[src/rtl/safe_sync_pkg.sv]
// Shared types and constants for the dual-core rendezvous (safe sync) block.
package safe_sync_pkg;

    localparam int unsigned NumCores = 2;

    typedef enum logic [2:0] {
        IDLE,
        WAIT0,
        WAIT1,
        IRQ,
        TOUT,
        RELEASE
    } sync_state_e;

endpackage

[src/rtl/safe_sync_edge_det.sv]
// Rising-edge detector: registered history, combinational rise = in & ~prev.
module safe_sync_edge_det #(
    parameter int unsigned Width = 1
) (
    input  logic             clk_i,
    input  logic             rst_i,
    input  logic [Width-1:0] in_i,
    output logic [Width-1:0] rise_o
);

    logic [Width-1:0] prev_q;

    always_ff @(posedge clk_i or posedge rst_i) begin
        if (rst_i) begin
            prev_q <= '0;
        end else begin
            prev_q <= in_i;
        end
    end

    assign rise_o = in_i & ~prev_q;

endmodule

[src/rtl/safe_sync_fsm.sv]
// Dual-core rendezvous FSM: pairs core sync requests within a bounded window,
// raises the sync IRQ until acknowledged, flags sticky timeouts, counts syncs.
module safe_sync_fsm
    import safe_sync_pkg::*;
#(
    parameter int unsigned TimeoutCycles = 1024,
    parameter int unsigned CntWidth      = 16
) (
    input  logic                clk_i,
    input  logic                rst_i,
    input  logic                core0sync_i,
    input  logic                core1sync_i,
    input  logic                intc_ack_i,
    output logic [NumCores-1:0] sync_irq_o,
    output logic                sync_done_o,
    output logic                timeout_o,
    output logic                busy_o,
    output logic [CntWidth-1:0] sync_cnt_o
);

    localparam int unsigned TimerW = (TimeoutCycles == 0) ? 1 : $clog2(TimeoutCycles + 1);
    localparam logic [TimerW-1:0]   TimerLoad = TimerW'(TimeoutCycles);
    localparam logic [TimerW-1:0]   TimerOne  = TimerW'(1);
    localparam logic [CntWidth-1:0] CntOne    = CntWidth'(1);

    sync_state_e         state_q;
    logic [TimerW-1:0]   timer_q;
    logic [NumCores-1:0] irq_q;
    logic                done_q;
    logic                timeout_q;
    logic                busy_q;
    logic                from_irq_q;
    logic [CntWidth-1:0] cnt_q;

    // rise[0] = core0, rise[1] = core1, rise[2] = ack
    logic [2:0] rise;
    logic       go_irq;

    safe_sync_edge_det #(
        .Width(3)
    ) u_edge (
        .clk_i (clk_i),
        .rst_i (rst_i),
        .in_i  ({intc_ack_i, core1sync_i, core0sync_i}),
        .rise_o(rise)
    );

    // Partner arrival outranks timer expiry, so IRQ entry is resolved first.
    always_comb begin
        go_irq = 1'b0;
        case (state_q)
            IDLE:    go_irq = rise[0] & rise[1];
            WAIT0:   go_irq = rise[0];
            WAIT1:   go_irq = rise[1];
            default: go_irq = 1'b0;
        endcase
    end

    always_ff @(posedge clk_i or posedge rst_i) begin
        if (rst_i) begin
            state_q    <= IDLE;
            timer_q    <= '0;
            irq_q      <= '0;
            done_q     <= 1'b0;
            timeout_q  <= 1'b0;
            busy_q     <= 1'b0;
            from_irq_q <= 1'b0;
            cnt_q      <= '0;
        end else begin
            done_q <= 1'b0;
            if (go_irq) begin
                state_q   <= IRQ;
                irq_q     <= '1;
                cnt_q     <= cnt_q + CntOne;
                timeout_q <= 1'b0;
                busy_q    <= 1'b1;
            end else begin
                case (state_q)
                    IDLE: begin
                        if (rise[0]) begin
                            state_q <= WAIT1;
                            timer_q <= TimerLoad;
                            busy_q  <= 1'b1;
                        end else if (rise[1]) begin
                            state_q <= WAIT0;
                            timer_q <= TimerLoad;
                            busy_q  <= 1'b1;
                        end
                    end
                    WAIT0, WAIT1: begin
                        if (TimeoutCycles != 0) begin
                            if (timer_q == TimerOne) begin
                                state_q   <= TOUT;
                                timeout_q <= 1'b1;
                            end else begin
                                timer_q <= timer_q - TimerOne;
                            end
                        end
                    end
                    IRQ: begin
                        if (rise[2]) begin
                            state_q    <= RELEASE;
                            irq_q      <= '0;
                            from_irq_q <= 1'b1;
                        end
                    end
                    TOUT: begin
                        if (rise[2]) begin
                            state_q    <= RELEASE;
                            from_irq_q <= 1'b0;
                        end
                    end
                    RELEASE: begin
                        if (!core0sync_i && !core1sync_i && !intc_ack_i) begin
                            state_q <= IDLE;
                            busy_q  <= 1'b0;
                            done_q  <= from_irq_q;
                        end
                    end
                    default: begin
                        state_q <= IDLE;
                        busy_q  <= 1'b0;
                    end
                endcase
            end
        end
    end

    assign sync_irq_o  = irq_q;
    assign sync_done_o = done_q;
    assign timeout_o   = timeout_q;
    assign busy_o      = busy_q;
    assign sync_cnt_o  = cnt_q;

endmodule

[config.mk]
export PLATFORM = sky130hd
export DESIGN_NAME = safe_sync_fsm
export DESIGN_NICKNAME = d
export VERILOG_FILES = /design/src/rtl/safe_sync_pkg.sv /design/src/rtl/safe_sync_edge_det.sv /design/src/rtl/safe_sync_fsm.sv
export SDC_FILE = /design/constraint.sdc
export NUM_CORES = 1
export LEC_CHECK = 0
export ABC_AREA = 1
export CAP_MARGIN = 10
export CORE_AREA = 2 2 66 68
export DETAILED_ROUTE_END_ITERATION = 7
export DIE_AREA = 0 0 68 70
export GPL_TIMING_DRIVEN = 0
export PLACE_DENSITY = 0.75
export SETUP_SLACK_MARGIN = 0.1
export SYNTH_ARGS = -nofsm -noshare
export SYNTH_HDL_FRONTEND = slang
export SYNTH_SLANG_ARGS = --single-unit
[constraint.sdc]
create_clock -name clk_i -period 1.9 [get_ports clk_i]
set_clock_uncertainty 0.2 [all_clocks]
set_input_delay 0.19 -clock clk_i [delete_from_list [all_inputs] [get_ports clk_i]]
set_output_delay 0.19 -clock clk_i [all_outputs]
set_load 0.1 [all_outputs]
======== After elaboration in Yosys (flattened, before gate mapping) ========
Index checks and enable logic that the tools add are counted.
operators by class
  add/subtract/negate cells ............... 2
  eq/ne operators ......................... 15
  mux-type cells .......................... 29
  bitwise gates (word level) .............. 4
  reductions and logical operators ........ 21
operators by type and width
  operator                                               number
  two-way mux 11 bit                                     3
  case mux 11 bit (2 select lines)                       1
  two-way mux 3 bit                                      6
  adder 16 x 1 -> 16 bit (second input constant)         1
  two-way mux 1 bit                                      12
  case mux 3 bit (4 select lines)                        1
  AND reduction 4 bit                                    3
  nonzero test 2 bit                                     6
  equality test 11 x 1 -> 1 bit (second input constant)  1
  subtractor 11 x 1 -> 11 bit (second input constant)    1
  inequality test 3 bit (second input constant)          3
  equality test 3 x 2 -> 1 bit (second input constant)   2
  equality test 3 bit (second input constant)            2
  two-way mux 2 bit                                      3
  inequality test 2 bit (second input constant)          3
  case mux 1 bit (3 select lines)                        2
  inequality test 4 bit (second input constant)          1
  AND reduction 2 bit                                    2
  OR reduction 2 bit                                     2
  OR reduction 4 bit                                     1
  bitwise AND 3 bit                                      1
  equality test 3 x 1 -> 1 bit (second input constant)   1
  logical NOT 1 bit                                      3
  logical NOT 3 bit                                      1
  other kinds (8)                                        9
storage, ports and cells
  bits in registers ....................... 39
  input bits .............................. 5
  output and inout bits ................... 21
  word-level logic and storage cells ...... 80

======== Longest topological paths before layout ========
  word-level depth ........................ 6
  gate-level depth with buffers ........... 11
  mapped depth without buffers ............ 11

======== Cells and area by module ========
Synthesis repeated with hierarchy kept, for this count alone.
unflattened totals
  cell total of the unflattened synthesis .. 295
  area total of the unflattened synthesis .. 2200.9 um^2
modules (own cells, without submodules)
  module              instances  cells each  area each (um^2)  seq. area each (um^2)
  safe_sync_fsm       1          285         2092.0            875.8
  safe_sync_edge_det  1          10          108.9             75.1

======== Worst setup path after synthesis ========
Ideal clock, no wire load.
  path kind ............................... flip-flop to flip-flop
  from .................................... reg cnt_q[0], in the netlist sync_cnt_o[0]
  to ...................................... reg cnt_q[10], in the netlist sync_cnt_o[10]
  setup time .............................. 0.163 ns
  data arrival time ....................... 1.839 ns
  data required time ...................... 1.537 ns
  path slack .............................. -0.301 ns
  stages on the path, launching flop included .. 7
  buffers on the path ..................... 0
  clock period less this slack ............ 2.201 ns
  cells stage by stage .................... dfrtp_1 > ha_1 > nand3_1 > nor2_1 > nand4_1 > nor2_1 > xor2_1
on the way
  word-level cells in the longest chain between the ends .. 1
ends and longest elaborated chain
  what                    line                 source
  from (decl)             safe_sync_fsm.sv:33  logic [CntWidth-1:0] cnt_q;
  from (signal assigned)  safe_sync_fsm.sv:74  cnt_q <= cnt_q + CntOne;
  adder 16 x 1 -> 16 bit  safe_sync_fsm.sv:74
No other way between the ends.
A chain may end at the register's enable or synchronous reset.

======== Final worst setup path ========
  from .................................... reg timer_q[2]
  to ...................................... reg timer_q[0]
on the way
  word-level cells in the longest chain between the ends .. 3
ends and longest elaborated chain
  what                             line                 source
  from (decl)                      safe_sync_fsm.sv:27  logic [TimerW-1:0] timer_q;
  from (signal assigned)           safe_sync_fsm.sv:82  timer_q <= TimerLoad;
  from (signal assigned)           safe_sync_fsm.sv:86  timer_q <= TimerLoad;
  from (signal assigned)           safe_sync_fsm.sv:96  timer_q <= timer_q - TimerOne;
  equality test 11 x 1 -> 1 bit    safe_sync_fsm.sv:92  if (timer_q == TimerOne) begin
  inequality test 2 bit (no line)  --
  AND reduction 4 bit (no line)    --
No other way between the ends.

==> flow_metrics.py <==
metrics = {
    "synth": {
        "netlist_instances": 291,
        "synth_top_area_cell": "dfrtp_1",
        "syn_avg_cell_area_um2": 7.59,
        "synth_common_cells": "90 x nand2_1, 41 x nor2_1, 38 x dfrtp_1, 29 x inv_1, 17 x nand3_1",
        "synth-async-reset-ratio": 1.00,
        "synth_cell_types": 28,
        "yosysMostFrequentCell": "nand2_1",
        "syn_area_um2": 2210,
        "ys_seq_elements": 38,
        "synth-edff-count": 0,
        "ys_seq_area_frac": 0.430,
        "yosys_warnings": 0,
        "synth_top_area_frac": 0.430,
        "syn-num-nets": 299,
        "ys.flop_type": "dfrtp_1",
        "synthTopCellsByArea": "dfrtp_1 43%, nand2_1 15%, nor2_1 7.0%",
    },
    "detailed_routing": {
        "routed_wl_um": 4550,
        "ant_nets": 0,
        "num_vias": 1954,
        "drcViolationCount": 0,
        "dr.pass1.iters": 5,
        "drt-initial-drc-count": 138,
        "vias_per_cell": 5.17,
        "wl_per_cell_um": 12.0,
    },
    "floorplan": {
        "io_pins": 26,
        "row_count": 24,
        "initial_core_util": 0.533,
        "coreArea_um2": 4140,
        "dieHeight_um": 70,
        "die_area_um2": 4760,
        "die_w_um": 68,
    },
    "layout": {
        "fin_nets": 333,
        "drive_gt1_frac": 0.270,
        "multi_input_area_um2": 1140,
        "antennaDiodeCount": 0,
        "seq_area_um2": 977,
        "fillCellCount": 350,
        "area_growth_pct": 25.3,
        "post-route-util": 0.668,
    },
    "setup_path": {
        "crit_type": "reg2reg",
        "required_ps": 1930,
        "worst_setup_path_start_kind": "flip-flop",
        "critPathMaxFanout": 5,
        "worst_ep_arrival_time_ps": 1750,
        "worstSetupEndpointType": "flip-flop",
    },
    "timing": {
        "finalMaxSlewViolations": 0,
        "max-slew-margin-rel": 0.489,
        "period_needed_ps": 1720,
        "fin_crit_sh": 0.906,
        "rsz0062_at_grt": "false",
        "fmaxAchievable_mhz": 581,
        "setup_viol": 0,
        "hold_violations": 0,
        "setup_ws_ps": 179,
        "worst_slew_pin_slew_ps": 766,
    },
    "clock_tree": {
        "clkLatencyLatePin_ps": 280,
        "cts.hold.buffers_added": 0,
        "numCtsBuffers": 5,
        "htree_levels": 2,
        "clk_root_buffer_cell": "clkbuf_8",
        "clock_sinks": 38,
        "clk_path_buf_depth": 2,
        "path_clk_slew_ps": 80,
        "cts_tree": "yes",
    },
    "global_route": {
        "use_met1": 0.264,
        "grt_first_pass_wirelength_um": 7530,
        "grt_antenna_before_repair": 0,
        "grt_usage": 0.207,
        "grt_pass1_vias": 1736,
        "met2_usage": 0.339,
        "busiest_layer": "met2",
        "grt_overflow": 0,
        "grt_max_degree": 39,
        "use_met3": 0.0451,
    },
    "power": {
        "p_int_w": 0.00252,
        "p_leak_nw": 1.30,
        "seq_power_share": 0.266,
        "powerDensity_nw_per_um2": 1920,
        "power_frac_clock": 0.128,
        "power_frac_comb": 0.606,
        "switching_share": 0.524,
        "ir_drop_uv": 1120,
        "netSwitchingPower_w": 0.00278,
    },
    "min_path": {
        "holdCritPathClass": "in2async",
    },
    "run_status": {
        "run_status": "complete, no violations",
    },
    "job": {
        "maxCapViolCount": 0,
    },
    "place": {
        "io_buffers": 25,
        "post-dp-hpwl_um": 3150,
        "place_ws_ps": -161,
        "gp_congestion": 0.871,
    },
}
[critical path: stages, from the launching register on]
cell       delay (ps)
dfrtp_1           450
nor2_2            210
nand3_1           140
nor2_4            170
nand2_2            80
nand3_4           140
clkbuf_16         160
nor2_2             30
nor2_2             60
[cells in the final DEF (no fill, tap or decap), types with 2 or more instances in the layout]
cell type | synthesis | layout
nor3_1 | 3 | 3
dfrtp_4 | 0 | 2
o21ai_0 | 8 | 8
nor2_1 | 41 | 35
inv_1 | 29 | 25
clkbuf_1 | 0 | 2
inv_2 | 4 | 7
xor2_1 | 8 | 8
clkdlybuf4s50_1 | 0 | 4
nand3_1 | 17 | 17
nand2_2 | 3 | 5
dfrtp_2 | 0 | 15
dfrtp_1 | 38 | 21
clkdlybuf4s15_2 | 0 | 21
buf_4 | 2 | 3
nor2_4 | 1 | 3
o21ai_1 | 2 | 2
xnor2_1 | 11 | 11
nand4_1 | 6 | 6
nand3b_1 | 3 | 3
nand3_2 | 2 | 2
nand2_1 | 90 | 88
nor2_2 | 10 | 14
clkbuf_8 | 0 | 5
[power groups by stage]
stage | combinational, W | clock (W) | sequential, W
final | 0.00321 | 0.000680 | 0.00141
after global routing | 0.00350 | 0.000736 | 0.00146
after CTS | 0.00298 | 0.000697 | 0.00138
after detailed placement | 0.00300 | 0 | 0.00139
after global placement | 0.00295 | 0 | 0.00139
after floorplan | 0.00168 | 0 | 0.00210
[repair_timing]
action / CTS / global route
pin swaps: 0 / 4
setup buffers: 0 / 1
resized for setup: 63 / 21
cloned: 0 / 1
endpoints found under the setup margin: 21 / 15
[logic make-up after synthesis]
logic type / after synthesis / share of synthesized area
simple gates: 179 / 0.366
buf+inv: 38 / 0.0753
flops: 38 / 0.430
xor+xnor: 19 / 0.0753
compound gates: 14 / 0.0362
fa+ha+maj: 3 / 0.0170
[flip-flops by register name (all words and copies together) (netlist names)]
name           flops
busy_o             1
from_irq_q         1
state_q            3
sync_cnt_o        16
sync_done_o        1
sync_irq_o         1
timeout_o          1
timer_q           11
u_edge.prev_q      3
[worst paths after layout]
| check | from | to | slack [ps] | cells past startpoint |
|---|---|---|---|---|
| worst max-delay path | timer_q[2] | timer_q[0] | 180 | 8 |
| worst min-delay path | rst_i | sync_cnt_o[13] | 160 | 2 |
| worst max register to register | timer_q[2] | timer_q[0] | 180 | 8 |
| min in group clk_i | intc_ack_i | u_edge.prev_q[2] | 200 | 1 |
| worst min register to register | sync_cnt_o[3] | sync_cnt_o[3] | 290 | 1 |
| max in group asynchronous | rst_i | sync_cnt_o[0] | 770 | 2 |
[through the flow]
step	cells	area, um^2	total power [W]	hold WS, ps	TNS, ps
2_1_floorplan	291	2230	0.00378	21.4	0
3_3_place_gp	368	2550	0.00434	277	-11080
3_5_place_dp	368	2550	0.00440	285	-2470
4_1_cts	376	2680	0.00506	194	0
5_1_grt	378	2770	0.00569	200	0
6_report	378	2770	0.00530	161	0
[final cells by class]
type,count,share of cell area
timing repair buffer,27,0.112
multi-input combinational,215,0.411
sequential,38,0.353
clock buffer,7,0.0276
buffer,5,0.0167
inverter,33,0.0457
tap,52,0.0235
clock inverter,1,0.0108
[metal layers]
layer / part of all wire / routed length, um / vias up
li1: - / - / 971
met1: 0.46 / 2100 / 923
met2: 0.49 / 2220 / 51
met3: 0.037 / 170 / 9
met4: 0.013 / 61 / 0
met5: 0 / 0 / -
Power figures use the tool's default switching activity.
